===== src/rtl/fdtd_pkg.sv =====
// Shared definitions for the FDTD line-buffer reader: default widths and reader state encoding.
package fdtd_pkg;

   localparam int unsigned FDTD_DATA_WIDTH   = 32;
   localparam int unsigned BUFFER_ADDR_WIDTH = 6;

   typedef enum logic [1:0] {
      IDLE  = 2'd0,
      RUN   = 2'd1,
      DRAIN = 2'd2
   } rd_state_e;

endpackage


===== src/rtl/fdtd_stream_reg.sv =====
// One-entry output register for the read stream; loads a word and holds it until it is accepted.
module fdtd_stream_reg
   import fdtd_pkg::*;
#(
   parameter int unsigned DW = fdtd_pkg::FDTD_DATA_WIDTH
) (
   input  logic          CLK,
   input  logic          RST,
   input  logic          load,
   input  logic [DW-1:0] load_data,
   input  logic          load_last,
   input  logic          accept,
   output logic          valid,
   output logic [DW-1:0] data,
   output logic          last
);

   logic          valid_q, valid_d;
   logic [DW-1:0] data_q, data_d;
   logic          last_q, last_d;

   // Load takes priority: the producer only loads when the slot is empty or being emptied.
   always_comb begin
      valid_d = valid_q;
      data_d  = data_q;
      last_d  = last_q;
      if (load) begin
         valid_d = 1'b1;
         data_d  = load_data;
         last_d  = load_last;
      end else if (valid_q && accept) begin
         valid_d = 1'b0;
         last_d  = 1'b0;
      end
   end

   always_ff @(posedge CLK or posedge RST) begin
      if (RST) begin
         valid_q <= 1'b0;
         data_q  <= '0;
         last_q  <= 1'b0;
      end else begin
         valid_q <= valid_d;
         data_q  <= data_d;
         last_q  <= last_d;
      end
   end

   assign valid = valid_q;
   assign data  = data_q;
   assign last  = last_q;

endmodule


===== src/rtl/fdtd_buf_reader.sv =====
// Read-side sequencer for the FDTD line buffer: walks a wrap-around address range and
// streams the words out through a one-entry register with valid/ready flow control.
module fdtd_buf_reader
   import fdtd_pkg::*;
#(
   parameter int unsigned FDTD_DATA_WIDTH   = fdtd_pkg::FDTD_DATA_WIDTH,
   parameter int unsigned BUFFER_ADDR_WIDTH = fdtd_pkg::BUFFER_ADDR_WIDTH
) (
   input  logic                         CLK,
   input  logic                         RST,
   input  logic                         start,
   input  logic [BUFFER_ADDR_WIDTH-1:0] base_addr,
   input  logic [BUFFER_ADDR_WIDTH:0]   len,
   output logic                         busy,
   output logic                         done,
   output logic                         ram_rden,
   output logic [BUFFER_ADDR_WIDTH-1:0] ram_addr,
   input  logic [FDTD_DATA_WIDTH-1:0]   ram_dout,
   output logic                         m_valid,
   input  logic                         m_ready,
   output logic [FDTD_DATA_WIDTH-1:0]   m_data,
   output logic                         m_last
);

   localparam int unsigned AW    = BUFFER_ADDR_WIDTH;
   localparam int unsigned LW    = BUFFER_ADDR_WIDTH + 1;
   localparam int unsigned DEPTH = 2 ** BUFFER_ADDR_WIDTH;

   rd_state_e     state_q, state_d;
   logic [AW-1:0] ptr_q, ptr_d;
   logic [LW-1:0] rem_q, rem_d;
   logic          busy_q, busy_d;
   logic          done_q, done_d;

   logic          fetch_c;
   logic          last_fetch_c;
   logic          last_hs_c;
   logic [LW-1:0] len_eff_c;

   assign len_eff_c = (len > LW'(DEPTH)) ? LW'(DEPTH) : len;
   assign last_hs_c = m_valid && m_ready && m_last;

   // Next-state logic; a fetch happens whenever the output slot is free or being drained.
   always_comb begin
      state_d      = state_q;
      ptr_d        = ptr_q;
      rem_d        = rem_q;
      done_d       = 1'b0;
      fetch_c      = 1'b0;
      last_fetch_c = 1'b0;
      case (state_q)
         IDLE: begin
            if (start && (len != '0)) begin
               ptr_d   = base_addr;
               rem_d   = len_eff_c;
               state_d = RUN;
            end
         end
         RUN: begin
            if (!m_valid || m_ready) begin
               fetch_c = 1'b1;
               ptr_d   = ptr_q + AW'(1);
               rem_d   = rem_q - LW'(1);
               if (rem_q == LW'(1)) begin
                  last_fetch_c = 1'b1;
                  state_d      = DRAIN;
               end
            end
         end
         DRAIN: begin
            if (last_hs_c) begin
               state_d = IDLE;
               done_d  = 1'b1;
            end
         end
         default: state_d = IDLE;
      endcase
      busy_d = (state_d != IDLE);
   end

   always_ff @(posedge CLK or posedge RST) begin
      if (RST) begin
         state_q <= IDLE;
         ptr_q   <= '0;
         rem_q   <= '0;
         busy_q  <= 1'b0;
         done_q  <= 1'b0;
      end else begin
         state_q <= state_d;
         ptr_q   <= ptr_d;
         rem_q   <= rem_d;
         busy_q  <= busy_d;
         done_q  <= done_d;
      end
   end

   assign busy     = busy_q;
   assign done     = done_q;
   assign ram_rden = fetch_c;
   assign ram_addr = ptr_q;

   fdtd_stream_reg #(
      .DW(FDTD_DATA_WIDTH)
   ) u_stream_reg (
      .CLK       (CLK),
      .RST       (RST),
      .load      (fetch_c),
      .load_data (ram_dout),
      .load_last (last_fetch_c),
      .accept    (m_ready),
      .valid     (m_valid),
      .data      (m_data),
      .last      (m_last)
   );

endmodule


===== config.mk =====
export PLATFORM = sky130hd
export DESIGN_NAME = fdtd_buf_reader
export DESIGN_NICKNAME = d
export VERILOG_FILES = /design/src/rtl/fdtd_pkg.sv /design/src/rtl/fdtd_stream_reg.sv /design/src/rtl/fdtd_buf_reader.sv
export SDC_FILE = /design/constraint.sdc
export NUM_CORES = 1
export LEC_CHECK = 0
export ABC_CLOCK_PERIOD_IN_PS = 1700
export CORE_AREA = 2 2 69 71
export CTS_BUF_LIST = sky130_fd_sc_hd__clkbuf_8
export DETAILED_ROUTE_END_ITERATION = 16
export DIE_AREA = 0 0 71 73
export DONT_BUFFER_PORTS = 1
export GPL_TIMING_DRIVEN = 0
export PLACE_DENSITY = 0.67
export SYNTH_ARGS = -nofsm -noshare
export SYNTH_HDL_FRONTEND = slang
export SYNTH_SLANG_ARGS = --single-unit
export TNS_END_PERCENT = 1

===== constraint.sdc =====
create_clock -name CLK -period 1.7 [get_ports CLK]
set_input_delay 0.085 -clock CLK [delete_from_list [all_inputs] [get_ports CLK]]
set_output_delay 0.085 -clock CLK [all_outputs]
set_load 0.02 [all_outputs]

Yosys cells after proc, flatten, opt, wreduce, memory -nomap -nowiden
Cells that the tools add are included.
{"block": "word_totals", "ff_bits": 51, "in_bits": 49, "output_inout_bits": 43, "elab_cells": 49}
{"block": "op_classes", "addsub": 2, "magnitude_cmp": 1, "eq_ne": 5, "n_mux": 22, "reduce_logical": 11}
{"operator": "$mux 7", "n": 3}
{"operator": "$pmux 7 s2", "n": 1}
{"operator": "$mux 6", "n": 2}
{"operator": "$pmux 6 s2", "n": 1}
{"operator": "$mux 1", "n": 10}
{"operator": "$mux 2", "n": 4}
{"operator": "$eq 7x1->1 const B", "n": 1}
{"operator": "$gt 7x7->1 const B", "n": 1}
{"operator": "$reduce_bool 7->1", "n": 1}
{"operator": "$sub 7x1->7 const B", "n": 1}
{"operator": "$add 6x1->6 const B", "n": 1}
{"operator": "$pmux 2 s3", "n": 1}
{"operator": "$reduce_bool 2->1", "n": 3}
{"operator": "$ne 2x2->1 const B", "n": 2}
{"operator": "$logic_and 1x1->1", "n": 3}
{"operator": "$reduce_and 3->1", "n": 1}
{"operator": "$eq 2x1->1 const B", "n": 1}
{"operator": "$eq 2x2->1 const B", "n": 1}
{"operator": "$logic_not 2->1", "n": 1}
{"operator": "$logic_not 1->1", "n": 1}
{"operator": "$logic_or 1x1->1", "n": 1}

Depth between registers and ports, before layout
Gate-level depths: netlist (run 1).
{"block": "logic_depth", "ltp_word": 5, "mapped_depth": 7, "ltp_nobuf": 6}

Hierarchy
Synthesis (run 1) repeated with hierarchy kept, for this count alone.
{"block": "hier_totals", "cells_unflattened": 188, "hier_area_um2": 2471.1}
{"mod": "fdtd_stream_reg", "instances": 1, "cells_per_inst": 76, "area_per_inst_um2": 1412.6, "seq_area_each_um2": 850.8}
{"mod": "fdtd_buf_reader", "instances": 1, "cells_per_inst": 112, "area_per_inst_um2": 1058.5, "seq_area_each_um2": 425.4}

Least setup slack after synthesis (run 1)
OpenSTA, ideal clock, no wires.
{"block": "synth_timing", "path_type": "register to register", "from": "reg state_q[0]", "to": "reg rem_q[1]", "setup_time_ps": 125, "arrival_ps": 1435, "t_required_ps": 1575, "path_slack_ps": 140, "stages_incl_launch_ff": 5, "n_path_buf": 1, "cell_sequence": "dfrtp_1 a2111oi_4 nand2b_1 buf_6 mux2_4"}
{"block": "synth_between", "elab_chain_cells": 3, "word_cells_on_any_way": 7}
{"element": "start, declared", "line_no": "fdtd_buf_reader.sv:29", "rtl": "rd_state_e state_q, state_d;"}
{"element": "start signal, assigned", "line_no": "fdtd_buf_reader.sv:89", "rtl": "state_q <= state_d;"}
{"element": "$eq 2x1->1 or $logic_not 2->1 (tied branches)", "line_no": "fdtd_buf_reader.sv:51", "rtl": "case (state_q)"}
{"element": "$ne 2x2->1 (no line) or $reduce_bool 2->1 (tied branches)"}
{"element": "$reduce_and 3->1 (no line)"}
{"element": "end signal, assigned", "line_no": "fdtd_buf_reader.sv:91", "rtl": "rem_q <= rem_d;"}
{"element": "end, declared", "line_no": "fdtd_buf_reader.sv:31", "rtl": "logic [LW-1:0] rem_q, rem_d;"}
Several ways; a longest one is shown, not always the timed one.
A chain may end at the register's enable or synchronous reset.

Final worst setup path (run 1)
{"block": "layout_timing", "from": "reg state_q[0]", "to": "out ram_rden"}
{"block": "layout_between", "elab_chain_cells": 2}
{"element": "$eq 2x1->1", "line_no": "fdtd_buf_reader.sv:51"}
{"element": "$mux 1", "line_no": "fdtd_buf_reader.sv:51"}
{"element": "end, declared", "line_no": "fdtd_buf_reader.sv:16", "rtl": "output logic ram_rden,"}
Every way passes these cells.

==> results of run 1 <==
## power breakdown
part,total [uW],switching (uW),leakage (uW),internal [uW]
Sequential,2870,1070,0.000626,1790
Clock,712,384,0.0000526,328
Combinational,2240,1280,0.000783,963
## through the flow
stage / util, % / cells / power, uW / area (um2)
final: 65.6 / 367 / 5820 / 2970
after global routing: 65.6 / 367 / 6280 / 2970
after CTS: 64.9 / 364 / 5790 / 2940
after detailed placement: 54.3 / 318 / 4990 / 2460
after global placement: 53.9 / 317 / 4910 / 2440
after floorplan: - / 263 / 4440 / 2380
## layout by cell type, fill, tap and decap left out, drive strengths merged, types with 2 or more instances in the layout
| cell | count |
|---|---|
| nand2 | 108 |
| dfrtp | 51 |
| dlygate4sd3 | 38 |
| buf | 14 |
| inv | 10 |
| clkbuf | 9 |
| o21ai | 9 |
| nor2 | 8 |
| nor3 | 7 |
| nand2b | 6 |
| a21oi | 6 |
| o22ai | 5 |
| nand3 | 4 |
| o2bb2ai | 4 |
| nor2b | 3 |
| a22o | 3 |
| and3 | 3 |
| a31oi | 3 |
| a22oi | 3 |
| ha | 3 |
| or3 | 2 |
| nor4 | 2 |
## sequential cells by signal, indices dropped and copies added, names as in the netlist
register	flops
u_stream_reg.valid	1
rem_q	7
u_stream_reg.last	1
busy	1
u_stream_reg.data	32
done	1
state_q	2
ram_addr	6
## repair_timing
item | in CTS | in global routing
hold endpoints to repair | 61 | 0
hold buffers | 38 | 0
pin swaps | 1 | 1
resized for setup | 2 | 5
buffers inserted | 0 | 3
setup endpoints to repair | 10 | 11
## cell usage after synthesis, types with 2 or more instances
library cell,instances
inv_1,8
ha_1,3
a22o_1,3
a21oi_1,6
nand3_1,4
o2bb2ai_1,4
clkbuf_1,3
nand2_1,107
nor3_1,7
dfrtp_1,51
nor2b_1,3
o21ai_1,4
buf_2,7
o21ai_0,5
a31oi_1,3
nor2_1,8
o22ai_1,5
nand2b_1,6
a22oi_1,3
and3_1,3
buf_6,2
or3_1,2
## worst max path at each step
stage / start / end / slack (ns) / depth (start not counted)
detailed placement: state_q[0] / ram_addr[5] / -0.10 / 6
global route: state_q[0] / ram_rden / 0.00009 / 5
CTS: state_q[0] / ram_addr[5] / -0.05 / 6
global placement: RST / done / -0.21 / 1
finish: state_q[0] / ram_rden / 0.10 / 5
floorplan: state_q[0] / rem_q[1] / 0.14 / 4
## kinds of logic after synthesis
| logic type | count (synthesis) | synth area share, % |
|---|---|---|
| buf+inv | 22 | 4.74 |
| compound gates | 40 | 12.5 |
| flops | 51 | 53.7 |
| fa+ha+maj | 3 | 1.58 |
| mux | 2 | 1.05 |
| simple gates | 145 | 26.4 |
## worst register-to-register path, stage by stage, from the launching register on
cell	delay [ns]
dfrtp_2	0.46
a2111oi_4	0.40
nand2b_1	0.18
buf_6	0.13
mux2_4	0.29
## layout make-up
type                       instances  area [um2]
fill                             375        1560
sequential                        51        1280
multi-input combinational        190         990
timing repair buffer              42         423
clock buffer                       6        82.6
buffer                            13        82.6
tap                               54        67.6
inverter                           9        36.3
clock inverter                     2        12.5
## layer usage
metal	part of all wire [%]	vias to the layer above	track usage (%)
met2	50	66	38.2
met1	43	974	29.8
met4	0.26	0	4.82
met5	0	-	0
met3	6.4	2	8.29
li1	-	971	-
==> flow_summary.yaml, run 1 <==
synthesis:
  yosysTopAreaCellShare_pct: 53.7
  synth_fp_nets: 315
  yosys_warnings: 0
  ys_seq_area_share_pct: 53.7
  synth_cells: 263
  avgSynthCellArea_um2: 9.03
  synth-seq-cells: 51
  syn_area_mm2: 0.00238
  ys_async_sr_fraction_pct: 100
  synth_top_area_cell: "dfrtp_1"
  synth.area.top_cells: "dfrtp_1, nand2_1, ha_1"
  synth_edf_count: 0
  synth_cell_types: 38
  ys.flop_type: "dfrtp_1"
critical_path:
  critPathArrivalTime_ns: 1.51
  worstPathCellList: "nor2b_1 > buf_4 > nand2_4 > inv_4 > buf_6"
  slowest_stage: "dfrtp_2"
  r2r-end: "rem_q[1]"
  path_class: "reg -> out"
  reg2regPathDepth: 4
  cp_slowest_stage_delay_ns: 0.44
  path_delay_family: "buffers and inverters"
  critPathCaptureType: "output pin"
  path_buf_inv: 3
  worstReg2RegStart: "state_q[0]"
  reg2reg_slack_ns: 0.12
  cp.required_ns: 1.62
  critPathMaxFanout: 10
  cp-start-kind: "flop"
route:
  num_vias: 2013
  ant_nets: 0
  routedWlPerCell_um: 15.5
  viasPerCell: 5.49
  wl_um: 5700
  drc: 0
  drtIter0Drc: 137
  dr.pass1.iters: 4
sta:
  slew_headroom_pct: 64.1
  report.final.setup_viol: 0
  hold_viol: 0
  rsz0062_at_grt: "no"
  tightest_slew_ns: 0.537
  fin_tns_setup_ns: 0
  finalCritPeriodShare_pct: 94.0
  fmax_mhz: 626
  drv_slew: 0
  fin_skew_ns: 0.00341
  setup_slack_ns: 0.102
  holdWs_ns: 0.00907
  layout_min_cycle_time_ns: 1.60
hold_path:
  min_to: "rem_q[5]"
  hold_path.startpoint: "len[5]"
  hp-class: "in -> reg"
  whs_path_depth: 2
place:
  gp_congestion: 0.807
  dp_hpwl_um: 3730
  io_buffers: 0
  dpl_worst_slack_ns: -0.102
flow_run:
  cap_violations: 0
cells_and_area:
  drive_gt1_share_pct: 10.5
  num_antenna_cells: 0
  fin_nets: 364
  syn2layout_area_growth_pct: 25.2
clock_tree:
  clkSinkCount: 51
  clockBufferDepth: 2
  cts_tree: "done"
  clk_latency_ns: 0.30
  cts_max_level: 2
  cts_buffers: 5
  path_clk_slew_ns: 0.09
  root_buffer: "clkbuf_8"
global_route:
  grt_pass1_wl_um: 9400
  grt-ovfl-total: 0
  grt_start_max_net_pins: 28
  grt_util_all_layers_pct: 23.2
  antenna_found_initial: 0
  grt_pass1_vias: 1958
pwr:
  p_leak_uw: 0.00146
  powerDensity_mw_per_mm2: 1960
  vdd_drop_max_mv: 1.14
outcome:
  status: "complete, no violations"
floorplan:
  row_count: 25
  core_area_mm2: 0.00454
  start_util_pct: 52.4
  die_w_um: 71
  die_h_um: 73
  ios: 92
  dieArea_mm2: 0.00518
Note: power is estimated with default switching activity, not from simulation.
==> run 2, diff against run 1 <==
Settings changed: ABC_CLOCK_PERIOD_IN_PS 1700 to 1600, SETUP_SLACK_MARGIN set to 0.3.
Clock period 1.7 ns to 1.6 ns, I/O delays scaled along.
==> run 2 against run 1 <==
  * The flow now finishes with violations (negative setup slack)
  * Global-route usage up 0.81 points
  * Sequential power is 5% higher
  * Sequential cell count is the same
  * Critical path type is now reg -> reg
==> flow_summary.yaml, run 2 (synthesis results as in run 1) <==
outcome:
  status: "finished, violations left"
  violations: "negative setup slack"
pwr:
  p_int_uw: 3550
  powerDensity_mw_per_mm2: 2140
  p_sw_share_pct: 45.7
  vdd_drop_max_mv: 1.19
  p_clk_share_pct: 14.5
  share_comb_of_total_power_pct: 39.5
  power_frac_seq_pct: 46.0
  p_leak_uw: 0.00150
  p_sw_uw: 2990
route:
  num_vias: 2056
  drc: 0
  routedWlPerCell_um: 15.8
  drtIter0Drc: 153
  ant_nets: 0
  wl_um: 5880
  viasPerCell: 5.53
  dr.pass1.iters: 4
sta:
  slew_headroom_pct: 71.8
  rsz0062_at_grt: "yes"
  drv_slew: 0
  report.final.setup_viol: 1
  hold_viol: 0
  layout_min_cycle_time_ns: 1.62
  fin_skew_ns: 0.00830
  tightest_slew_ns: 0.422
  fmax_mhz: 616
  finalCritPeriodShare_pct: 102
  setup_slack_ns: -0.0243
cells_and_area:
  n_fill_cell: 343
  design_area_mm2: 0.00306
  final_common_cell: "nand2_1"
  num_antenna_cells: 0
  final_cells: 372
  syn2layout_area_growth_pct: 28.8
  fin_nets: 369
  drive_gt1_share_pct: 12.9
  final_cell_mix: "nand2_1, dfrtp_1, dlygate4sd3_1"
  largest_reg_flops: 32
critical_path:
  crit_end: "rem_q[1]"
  critPathCaptureType: "flop"
  r2r-end: "rem_q[1]"
  cp.required_ns: 1.80
  critPathArrivalTime_ns: 1.82
  path_depth: 4
  crit_start: "state_q[1]"
  path_buf_inv: 1
  worstPathCellList: "a2111oi_4 > nand2b_4 > buf_6 > mux2_4"
  cp-start-kind: "flop"
  reg2regPathDepth: 4
  reg2reg_slack_ns: -0.02
  slowest_stage: "a2111oi_4"
  worstReg2RegStart: "state_q[1]"
  critPathMaxFanout: 4
  path_delay_family: "compound AO/OA/AOI/OAI gates"
  cp_slowest_stage_delay_ns: 0.47
  path_class: "reg -> reg"
clock_tree:
  cts_buffers: 5
  root_buffer: "clkbuf_8"
  path_clk_slew_ns: 0.09
  clockBufferDepth: 2
  cts_max_level: 2
  clkSinkCount: 51
  clk_latency_ns: 0.30
  cts_tree: "done"
global_route:
  antenna_found_initial: 0
  met3_usage_pct: 7.46
  grt_util_all_layers_pct: 24.0
  grt_start_max_net_pins: 38
  grt_pass1_wl_um: 9630
  met2_usage_pct: 40.1
  top_usage_layer: "met2"
  grt-ovfl-total: 0
  use_met1_pct: 30.0
  grt_pass1_vias: 2006
floorplan:
  die_w_um: 71
  die_h_um: 73
  core_area_mm2: 0.00454
  ios: 92
  dieArea_mm2: 0.00518
  row_count: 25
  start_util_pct: 52.4
place:
  dp_hpwl_um: 3800
  gp_congestion: 0.828
  dp_cells: 318
  io_buffers: 0
  placed_area_mm2: 0.00246
flow_run:
  cap_violations: 0
hold_path:
  hp-class: "in -> reg"
## run 2: how the worst min path moves through the flow
| stage | endpoint | slack, ns | start | cells after the start |
|---|---|---|---|---|
| 5_1_grt | rem_q[2] | 0.04 | len[2] | 2 |
| 3_5_place_dp | u_stream_reg.data[8] | -0.04 | RST | 1 |
| 2_1_floorplan | u_stream_reg.data[0] | 0.19 | ram_dout[0] | 2 |
| 3_3_place_gp | u_stream_reg.data[28] | 0.19 | ram_dout[28] | 2 |
| 6_report | rem_q[5] | 0.01 | len[5] | 2 |
| 4_1_cts | rem_q[5] | 0.01 | len[5] | 2 |
## run 2: area by class of cell
class	instances	area (um2)	area share [%]
plain buffers	13	88.8	2.90
clock inverters	2	38.8	1.27
clock buffers	6	82.6	2.70
inverters	9	38.8	1.27
well taps	54	67.6	2.21
multi-input cells	190	1000	32.8
repair buffers	47	460	15.1
flip-flops and latches	51	1280	41.8
## run 2: power by group through the flow
stage / registers [uW] / logic (uW) / clock network (uW)
after floorplan: 2900 / 1810 / 0
after global placement: 3050 / 2170 / 0
after detailed placement: 3050 / 2240 / 0
after CTS: 3000 / 2540 / 973
after global routing: 3090 / 2950 / 1020
final: 3010 / 2590 / 948
## run 2: worst register-to-register path, cell delays in order, from the launching register on
cell and delay (ns):
dfrtp_2 0.45, a2111oi_4 0.47, nand2b_4 0.22, buf_6 0.10, mux2_4 0.28
## run 2: per-layer routing
| layer | vias up | routed length (um) |
|---|---|---|
| met1 | 991 | 2400 |
| met4 | 0 | 59 |
| li1 | 984 | - |
| met5 | - | 0 |
| met2 | 76 | 3030 |
| met3 | 5 | 387 |
## run 2: metrics by stage
step | setup slack, ns | hold WS (ns) | TNS, ns | power [uW] | utilization (%)
3_5_place_dp | -0.174 | -0.0431 | -0.761 | 5290 | 54.3
3_3_place_gp | -0.281 | 0.186 | -14.81 | 5210 | 53.9
4_1_cts | 0.0227 | 0.0130 | 0 | 6520 | 67.2
2_1_floorplan | 0.102 | 0.185 | 0 | 4710 | -
5_1_grt | -0.0816 | 0.0378 | -0.267 | 7060 | 67.4
6_report | -0.0243 | 0.0114 | -0.0243 | 6550 | 67.4
## run 2: timing repair
action | CTS | global route
endpoints found under the setup margin | 50 | 50
cloned | 0 | 0
hold buffers | 38 | 0
resized for setup | 7 | 6
endpoints found under the hold margin | 88 | 0
pin swaps | 1 | 0
setup buffers | 8 | 0
